`src/rtl/pio_isr_if.sv`:
```
// ============================================================================
//  Module      : pio_isr_if
//  Description : Bundle of the SM-side control/data signals and the RX FIFO
//                write port seen by the PIO input shift register.
//  Revision    : 1.0 - initial release
// ============================================================================
`default_nettype none

interface pio_isr_if;
    logic        penable;
    logic        restart;
    logic        stalled;
    logic [31:0] din;
    logic [4:0]  shift;
    logic        dir;
    logic        set;
    logic        do_shift;
    logic        do_push;
    logic        push_iffull;
    logic        push_block;
    logic        autopush;
    logic [4:0]  push_thresh;
    logic        fifo_full;
    logic        fifo_wr;
    logic [31:0] fifo_wdata;
    logic        push_stall;
    logic        rx_drop;
    logic [31:0] dout;
    logic [5:0]  shift_count;

    // State machine / decoder side: drives requests, observes ISR results
    modport master (
        output penable, restart, stalled, din, shift, dir, set, do_shift,
               do_push, push_iffull, push_block, autopush, push_thresh,
               fifo_full,
        input  fifo_wr, fifo_wdata, push_stall, rx_drop, dout, shift_count
    );

    // ISR side
    modport slave (
        input  penable, restart, stalled, din, shift, dir, set, do_shift,
               do_push, push_iffull, push_block, autopush, push_thresh,
               fifo_full,
        output fifo_wr, fifo_wdata, push_stall, rx_drop, dout, shift_count
    );
endinterface

`default_nettype wire

```
`src/rtl/pio_isr.sv`:
```
// ============================================================================
//  Module      : pio_isr
//  Description : PIO state-machine input shift register with IN shifting,
//                autopush and PUSH (IfFull / Block) handling into the RX FIFO.
//  Revision    : 1.0 - initial release
// ============================================================================
`default_nettype none

module pio_isr (
    input  wire logic  clk,
    input  wire logic  reset,
    pio_isr_if.slave   bus
);

    logic [31:0] isr_q, isr_d;
    logic [5:0]  count_q, count_d;

    logic [6:0]  w_n;          // IN bit count, 1..32
    logic [6:0]  w_th;         // push threshold, 1..32
    logic [6:0]  w_lsh;        // 32 - n, left shift that places din[n-1:0] at the top
    logic [31:0] w_din_mask;
    logic [31:0] w_isr_n;      // ISR contents after the IN shift
    logic [6:0]  w_cnt_sum;
    logic [6:0]  w_cnt_n;      // saturated count after the IN shift
    logic        w_act;        // outputs may be asserted this cycle
    logic        w_shift_op;   // IN wins arbitration
    logic        w_push_op;    // PUSH wins arbitration
    logic        w_auto_hit;   // IN reaches the autopush threshold
    logic        w_push_ok;    // PUSH is not suppressed by IfFull
    logic        w_push_stall;
    logic        w_fifo_wr;
    logic        w_rx_drop;
    logic        w_en;

    // Shift amount, threshold and shifted ISR value
    always_comb begin
        w_n        = (bus.shift == 5'd0)       ? 7'd32 : {2'b00, bus.shift};
        w_th       = (bus.push_thresh == 5'd0) ? 7'd32 : {2'b00, bus.push_thresh};
        w_lsh      = 7'd32 - w_n;
        w_din_mask = (w_n == 7'd32) ? 32'hFFFF_FFFF : ((32'd1 << w_n) - 32'd1);
        // A shift by 32 of a 32-bit operand yields zero, so n=32 reduces to din
        if (bus.dir)
            w_isr_n = (isr_q >> w_n) | (bus.din << w_lsh);
        else
            w_isr_n = (isr_q << w_n) | (bus.din & w_din_mask);
        w_cnt_sum  = {1'b0, count_q} + w_n;
        w_cnt_n    = (w_cnt_sum > 7'd32) ? 7'd32 : w_cnt_sum;
    end

    // Request decode and FIFO-side outputs; stall is built from request terms only
    always_comb begin
        w_act        = bus.penable & ~bus.stalled & ~reset & ~bus.restart;
        w_shift_op   = bus.do_shift & ~bus.set;
        w_push_op    = bus.do_push & ~bus.set & ~bus.do_shift;
        w_auto_hit   = w_shift_op & bus.autopush & (w_cnt_n >= w_th);
        w_push_ok    = w_push_op & ~(bus.push_iffull & ({1'b0, count_q} < w_th));
        w_push_stall = w_act & bus.fifo_full &
                       (w_auto_hit | (w_push_ok & bus.push_block));
        w_fifo_wr    = w_act & ~bus.fifo_full & (w_auto_hit | w_push_ok);
        w_rx_drop    = w_act & bus.fifo_full & w_push_ok & ~bus.push_block;
        w_en         = bus.penable & ~bus.stalled & ~w_push_stall;
    end

    // Next-state selection in priority order set > IN > PUSH
    always_comb begin
        isr_d   = isr_q;
        count_d = count_q;
        if (bus.set) begin
            isr_d   = bus.din;
            count_d = 6'd0;
        end else if (w_shift_op) begin
            if (w_auto_hit) begin
                // Stall case never reaches here because en is low then
                isr_d   = 32'd0;
                count_d = 6'd0;
            end else begin
                isr_d   = w_isr_n;
                count_d = w_cnt_n[5:0];
            end
        end else if (w_push_ok) begin
            // Covers both a successful write and a non-blocking drop
            isr_d   = 32'd0;
            count_d = 6'd0;
        end
    end

    // State registers: reset and restart clear regardless of the enable
    always_ff @(posedge clk) begin
        if (reset || bus.restart) begin
            isr_q   <= 32'd0;
            count_q <= 6'd0;
        end else if (w_en) begin
            isr_q   <= isr_d;
            count_q <= count_d;
        end
    end

    assign bus.fifo_wr     = w_fifo_wr;
    assign bus.fifo_wdata  = w_auto_hit ? w_isr_n : isr_q;
    assign bus.push_stall  = w_push_stall;
    assign bus.rx_drop     = w_rx_drop;
    assign bus.dout        = isr_q;
    assign bus.shift_count = count_q;

endmodule

`default_nettype wire
```
`src/flat_wrapper.sv`:
```
// flat-port wrapper written by rule: the top's interface ports become plain ports
module pio_isr_flat 
  (clk, reset, bus_penable, bus_restart, bus_stalled, bus_din, bus_shift, bus_dir, bus_set, bus_do_shift, bus_do_push, bus_push_iffull, bus_push_block, bus_autopush, bus_push_thresh, bus_fifo_full, bus_fifo_wr, bus_fifo_wdata, bus_push_stall, bus_rx_drop, bus_dout, bus_shift_count);
  pio_isr_if bus_i ();
  input  wire logic clk;
  input  wire logic reset;
  input wire logic [$bits(bus_i.penable)-1:0] bus_penable;
  input wire logic [$bits(bus_i.restart)-1:0] bus_restart;
  input wire logic [$bits(bus_i.stalled)-1:0] bus_stalled;
  input wire logic [$bits(bus_i.din)-1:0] bus_din;
  input wire logic [$bits(bus_i.shift)-1:0] bus_shift;
  input wire logic [$bits(bus_i.dir)-1:0] bus_dir;
  input wire logic [$bits(bus_i.set)-1:0] bus_set;
  input wire logic [$bits(bus_i.do_shift)-1:0] bus_do_shift;
  input wire logic [$bits(bus_i.do_push)-1:0] bus_do_push;
  input wire logic [$bits(bus_i.push_iffull)-1:0] bus_push_iffull;
  input wire logic [$bits(bus_i.push_block)-1:0] bus_push_block;
  input wire logic [$bits(bus_i.autopush)-1:0] bus_autopush;
  input wire logic [$bits(bus_i.push_thresh)-1:0] bus_push_thresh;
  input wire logic [$bits(bus_i.fifo_full)-1:0] bus_fifo_full;
  output wire logic [$bits(bus_i.fifo_wr)-1:0] bus_fifo_wr;
  output wire logic [$bits(bus_i.fifo_wdata)-1:0] bus_fifo_wdata;
  output wire logic [$bits(bus_i.push_stall)-1:0] bus_push_stall;
  output wire logic [$bits(bus_i.rx_drop)-1:0] bus_rx_drop;
  output wire logic [$bits(bus_i.dout)-1:0] bus_dout;
  output wire logic [$bits(bus_i.shift_count)-1:0] bus_shift_count;
  assign bus_i.penable = bus_penable;
  assign bus_i.restart = bus_restart;
  assign bus_i.stalled = bus_stalled;
  assign bus_i.din = bus_din;
  assign bus_i.shift = bus_shift;
  assign bus_i.dir = bus_dir;
  assign bus_i.set = bus_set;
  assign bus_i.do_shift = bus_do_shift;
  assign bus_i.do_push = bus_do_push;
  assign bus_i.push_iffull = bus_push_iffull;
  assign bus_i.push_block = bus_push_block;
  assign bus_i.autopush = bus_autopush;
  assign bus_i.push_thresh = bus_push_thresh;
  assign bus_i.fifo_full = bus_fifo_full;
  assign bus_fifo_wr = bus_i.fifo_wr;
  assign bus_fifo_wdata = bus_i.fifo_wdata;
  assign bus_push_stall = bus_i.push_stall;
  assign bus_rx_drop = bus_i.rx_drop;
  assign bus_dout = bus_i.dout;
  assign bus_shift_count = bus_i.shift_count;
  pio_isr u_core (.clk(clk), .reset(reset), .bus(bus_i));
endmodule
```
`config.mk`:
```
export PLATFORM = sky130hd
export DESIGN_NAME = pio_isr_flat
export DESIGN_NICKNAME = d
export VERILOG_FILES = /design/src/rtl/pio_isr_if.sv /design/src/rtl/pio_isr.sv /design/src/flat_wrapper.sv
export SDC_FILE = /design/constraint.sdc
export NUM_CORES = 1
export LEC_CHECK = 0
export CORE_UTILIZATION = 23
export CTS_BUF_LIST = sky130_fd_sc_hd__clkbuf_8
export CTS_CLUSTER_DIAMETER = 40
export DETAILED_ROUTE_END_ITERATION = 6
export GPL_TIMING_DRIVEN = 0
export PLACE_DENSITY = 0.43
export SLEW_MARGIN = 20
export SYNTH_ARGS = -nofsm -noshare
export SYNTH_HDL_FRONTEND = slang
export SYNTH_SLANG_ARGS = --single-unit
```
`constraint.sdc`:
```
create_clock -name clk -period 7.1 [get_ports clk]
set_input_delay 1.42 -clock clk [delete_from_list [all_inputs] [get_ports clk]]
set_output_delay 1.42 -clock clk [all_outputs]
set_load 0.02 [all_outputs]
```
==> results_dict.tcl, run 1 <==
set metrics [dict create \
    drive_gt1_share_pct 24.8 \
    port_buffers 124 \
    clock-sinks 38 \
    syn_area_per_cell_um2 7.92 \
    grt_pass1_wl_um 102000 \
    drtIter0Drc 1515 \
    row_count 73 \
    firstDrtPassIters 6 \
    min_period_over_period_pct 99.9 \
    drt-total-wl_um 75300 \
    syn_area_um2 9390 \
    cts_buffer_depth 2 \
    gr-total-overflow 0 \
    synthFlopType "dfxtp_1" \
    ys_top_cells_by_area "mux4_2, dfxtp_1, mux2i_1" \
    clkTransAtPathRegs_ns 0.08 \
    drc_errors 0 \
    synth_edf_count 0 \
    vdd_drop_max_v 0.0000812 \
    yosys.area.top_type_share_pct 20.9 \
    p_leak_nw 4.40 \
    worst_path_max_delay_cell "buf_1" \
    antenna_found_initial 4 \
    clock_latency_ns 0.32 \
    cts_tree "yes" \
    status "finished clean" \
    critical_path_arrival_ns 5.67 \
    critPathKind "in -> out" \
    cp-end-kind "primary output" \
    worstSetupStartpointType "input port" \
    ctsRootBufferMaster "clkbuf_8" \
    critPathMaxFanout 10 \
    ys_warn_count 0 \
    crit_required_ns 5.68 \
    vias 12100 \
    instances_no_fill 1858 \
    yosysSeqAreaShare_pct 8.10 \
    start_util_pct 23.5 \
    syn-instance-count 1186 \
    drv_slew 0 \
    ys_ff_latch 38 \
    clock.fmax_mhz 141 \
    cts-buffers-inserted 5 \
    crit_chain "clkdlybuf4s50_1, buf_6, inv_2, buf_2, buf_2, buf_1, nor2_1, nor2_1, a31oi_1, o221ai_1, nand2_1, o21ai_1, buf_4" \
    period_needed_ns 7.09 \
    place_inst 1835 \
    die_h_um 204 \
    pwr_density_cell_nw_per_um2 105 \
    cap_violations 0 \
    die_x_um 204 \
    nNetsFinal 1406 \
    maxSlewHeadroom_pct 24.9 \
    final_cell_area_um2 12100 \
    core_um2 40000 \
    gr-usage-all-layers_pct 35.7 \
    dp_hpwl_um 58500 \
    grt_max_degree 20 \
    regArea_um2 761 \
    n_antenna_cell 0 \
    yosysUniqueCellTypes 89 \
    io_pins 128 \
    finClkSkew_ns 0.00990 \
    wl_per_cell_um 40.5 \
    gp_congestion 1.01 \
    multi_input_area_um2 8260 \
    grt_pass1_vias 11500 \
    hold_viol_final 0 \
    synth_top_area_cell "mux4_2" \
    ant_nets 0 \
    h-tree-depth 2 \
    fillers 4353 \
    syn-num-nets 1260 \
    slowest_delay_ns 0.67 \
    hold_class "reg -> reg" \
    placed_cell_area_um2 11300 \
    tightest_slew_ns 1.12 \
    async_flop_share_pct 0 \
    setup_viol 0 \
    design.die.area_um2 41600 \
    area_growth_pct 28.4 \
    drt-vias-per-instance 6.53 \
]
## final timing paths
kind / from / to / slack, ns / cells past startpoint
worst min-delay path: u_core.bus.shift_count[0] / u_core.bus.shift_count[0] / 0.60 / 2
worst min register to register: u_core.bus.shift_count[0] / u_core.bus.shift_count[0] / 0.60 / 2
worst max-delay path: bus_shift[2] / bus_fifo_wdata[14] / 0.01 / 13
worst max register to register: u_core.bus.shift_count[0] / u_core.bus.dout[15] / 2.17 / 20
## registers in the layout (all words and copies together), names as in the netlist
| name | cells |
|---|---|
| u_core.bus.dout | 32 |
| u_core.bus.shift_count | 6 |
## layout make-up
cell class              count  area share, %
flip-flops and latches     38           6.31
well taps                 525           5.45
multi-input cells         994           68.5
inverters                  22          0.768
plain buffers             126           7.10
repair buffers            145           11.0
clock buffers               6          0.685
clock inverters             2          0.104
## stage by stage
step | power (mW) | worst slack (ns) | hold slack [ns] | TNS [ns] | util (%)
global placement | 1.03 | -2.45 | 0.549 | -109.62 | 28.2
CTS | 1.22 | 0.00104 | 0.573 | 0 | 29.6
finish | 1.27 | 0.0104 | 0.597 | 0 | 30.1
global route | 1.30 | -0.00186 | 0.632 | -0.00527 | 30.1
detailed placement | 1.02 | -2.39 | 0.556 | -105.44 | 28.3
floorplan | 0.664 | 0.0117 | 0.563 | 0 | -
## layout by cell type (no fill, tap or decap), drive strengths merged, types with 15 or more instances in the layout
cell	instances
a21oi	65
dfxtp	38
clkdlybuf4s50	90
mux4	87
mux2	46
nor2	112
inv	22
o21ai	89
a211oi	19
a31oi	24
mux2i	74
clkbuf	79
o31ai	19
buf	103
nand2	141
nand3	26
nor3	25
ha	19
o211ai	15
## cells in the mapped netlist, types with 10 or more instances
cell and instances:
o31ai_1 19, mux2i_1 74, a32oi_1 12, a211oi_1 19, inv_1 17, o21ai_1 22, nand3_1 26, a21o_1 13
nor3_1 24, or3_1 12, o211ai_1 15, nor2_1 111, a21oi_1 64, o22ai_1 11, ha_1 19, and2_1 10
mux4_2 87, dfxtp_1 38, nand2b_1 13, mux2_2 40, buf_2 30, a221o_1 11, o21ai_0 66, buf_6 11
a31oi_1 24, buf_1 13, clkbuf_1 72, a221oi_1 14, nand2_1 141
## worst max-delay path, delay by kind of cell
kind                   cells  cell delay, ns
and+or+nand+nor            3            0.81
AOI/OAI and AO/OA          3            1.06
buffers and inverters      7            2.37
## per-layer routing
layer	part of all wire, %	track usage (%)	vias up
met3	11	8.37	184
met1	40	47.1	6126
met2	43	53.6	914
met4	6.3	19.3	4
li1	-	-	4897
met5	0.036	0	-
## logic make-up after synthesis
family	synth area share [%]
mux	34.3
fa+ha+maj	2.74
xor+xnor	1.21
compound gates	27.2
flops	8.10
simple gates	18.7
buf+inv	7.75
other cells	0.0399
## repair_timing
action,in CTS,in global routing
pin swaps,8,6
buffers inserted,12,8
setup endpoints to repair,72,34
gates cloned,1,0
gates resized for setup,276,63
hold buffers,0,0
## power by group
group	total, mW	switching, mW	internal (mW)
combinational	0.866	0.568	0.298
clock	0.172	0.0942	0.0783
sequential	0.232	0.0147	0.218
(Power assumes the default switching activity.)
==> inputs of run 2 (changes only) <==
--- a/config.mk
+++ b/config.mk
@@ -5,12 +5,12 @@
 export SDC_FILE = /design/constraint.sdc
 export NUM_CORES = 1
 export LEC_CHECK = 0
-export CORE_UTILIZATION = 23
+export CORE_UTILIZATION = 25
 export CTS_BUF_LIST = sky130_fd_sc_hd__clkbuf_8
 export CTS_CLUSTER_DIAMETER = 40
 export DETAILED_ROUTE_END_ITERATION = 6
 export GPL_TIMING_DRIVEN = 0
-export PLACE_DENSITY = 0.43
+export PLACE_DENSITY = 0.46
 export SLEW_MARGIN = 20
 export SYNTH_ARGS = -nofsm -noshare
 export SYNTH_HDL_FRONTEND = slang
==> run 2 against run 1 <==
The flow now finishes with violations (negative setup slack); critical path depth increased by 3; maximum frequency shrank 1.5%; sequential cell count did not move; die area fell by 7.9%; hold slack got worse by 0.0098 ns; routed wire length grew 0.70%; largest power group unchanged.
==> results_dict.tcl, run 2 (synthesis results as in run 1) <==
set metrics [dict create \
    status "finished, violations left" \
    violations "negative setup slack" \
    critPathMaxFanout 10 \
    clkTransAtPathRegs_ns 0.09 \
    clock_latency_ns 0.33 \
    drv_slew 0 \
    period_needed_ns 7.20 \
    ctsRootBufferMaster "clkbuf_8" \
    finClkSkew_ns 0.0219 \
    crit_required_ns 5.68 \
    die_x_um 196 \
    cp-end-kind "primary output" \
    drt-vias-per-instance 6.85 \
    critPathKind "in -> out" \
    row_count 70 \
    crit_chain "clkdlybuf4s50_1, buf_6, buf_8, buf_6, buf_4, buf_4, clkbuf_1, ha_2, clkbuf_4, o21a_1, o21a_1, nor2_1, o31ai_2, a221oi_1, o31ai_1, buf_2" \
    final_cell_area_um2 12000 \
    setup_viol 2 \
    vias 12400 \
    tightest_slew_ns 1.21 \
    layout_commonest_cell "nand2_1" \
    setup_ws_ns -0.0987 \
    critical_path_arrival_ns 5.78 \
    min_period_over_period_pct 101 \
    dp_hpwl_um 58000 \
    gr-total-overflow 0 \
    rsz0062_at_grt "true" \
    nNetsFinal 1409 \
    drc_errors 0 \
    wl_per_cell_um 42.0 \
    antenna_found_initial 4 \
    pre_cts_ws_ns -2.52 \
    start_util_pct 25.5 \
    placed_cell_area_um2 11200 \
    layout_common_cells "nand2_1, nor2_1, clkdlybuf4s50_1" \
    design.die.area_um2 38300 \
    hold_viol_final 0 \
    cap_violations 0 \
    drive_gt1_share_pct 24.2 \
    port_buffers 124 \
    cts_buffer_depth 2 \
    gp_congestion 1.02 \
    firstDrtPassIters 6 \
    clock.fmax_mhz 139 \
    worstSetupStartpointType "input port" \
    slowest_delay_ns 0.52 \
    grt_pass1_wl_um 102000 \
    area_growth_pct 28.0 \
    p_leak_nw 4.46 \
    maxSlewHeadroom_pct 19.3 \
    gr-usage-all-layers_pct 38.6 \
    fillers 4025 \
    vdd_drop_max_v 0.000122 \
    ant_nets 0 \
    largest_reg_flops 32 \
    hold_class "reg -> reg" \
    cts_tree "yes" \
    holdPathStages 1 \
    clock-sinks 38 \
    grt_max_degree 14 \
    io_pins 128 \
    drtIter0Drc 1737 \
    grt_pass1_vias 11900 \
    pwr_density_cell_nw_per_um2 109 \
    worst_path_max_delay_cell "clkdlybuf4s50_1" \
    cts-buffers-inserted 5 \
    h-tree-depth 2 \
    core_um2 36800 \
    ff2ff_path_depth 19 \
    die_h_um 196 \
    drt-total-wl_um 75800 \
]
==> run 2: final cells by class <==
class	count	area, um2	area share, %
tap	468	586	4.87
antenna	2	5.00	0.0416
clock buffer	5	68.8	0.572
multi-input combinational	994	8190	68.1
clock inverter	3	45.0	0.375
timing repair buffer	145	1360	11.3
inverter	22	97.6	0.812
buffer	129	910	7.56
sequential	38	761	6.33
==> run 2: metrics by stage <==
step / std cells / utilization, % / hold WS (ns) / setup TNS, ns / power (mW)
2_1_floorplan: 1186 / - / 0.563 / 0 / 0.664
3_3_place_gp: 1778 / 30.5 / 0.548 / -118.22 / 1.03
3_5_place_dp: 1778 / 30.5 / 0.545 / -116.26 / 1.02
4_1_cts: 1798 / 32.2 / 0.595 / 0 / 1.26
5_1_grt: 1804 / 32.7 / 0.624 / -0.311 / 1.32
6_report: 1806 / 32.7 / 0.587 / -0.131 / 1.31
==> run 2: path summary, 6_finish.rpt <==
| path | from | to | slack, ns |
|---|---|---|---|
| hold / removal | u_core.bus.shift_count[5] | u_core.bus.shift_count[5] | 0.59 |
| setup / recovery | bus_shift[2] | bus_fifo_wdata[7] | -0.1 |
| hold reg to reg | u_core.bus.shift_count[5] | u_core.bus.shift_count[5] | 0.59 |
| setup reg to reg | u_core.bus.shift_count[1] | u_core.bus.dout[15] | 2.24 |
==> run 2: what timing repair did <==
item | in CTS | in global routing
resized for setup | 298 | 46
endpoints found under the setup margin | 72 | 34
buffers inserted | 11 | 7
pin swaps | 7 | 5
gates cloned | 2 | 1
hold buffers | 0 | 0
==> run 2: power by group <==
group          leakage, nW  internal (mW)  switching [mW]
registers            0.308          0.218          0.0142
clock network       0.0504          0.105          0.0983
logic                 4.10          0.301           0.572
total                 4.46          0.624           0.684
==> run 2: critical path, delay by kind of cell <==
family	cells	cell delay (ns)
compound gates	5	1.58
buf+inv	9	2.33
simple gates	1	0.09
fa+ha+maj	1	0.32
==> run 2: routing by layer <==
layer / wire length, um / track usage (%) / vias up / share of wire, %
met2: 32500 / 59.7 / 983 / 43
met1: 30200 / 50.0 / 6254 / 40
li1: - / - / 4911 / -
met3: 7400 / 7.51 / 230 / 9.8
met5: 16 / 0 / - / 0.021
met4: 5750 / 22.7 / 2 / 7.6
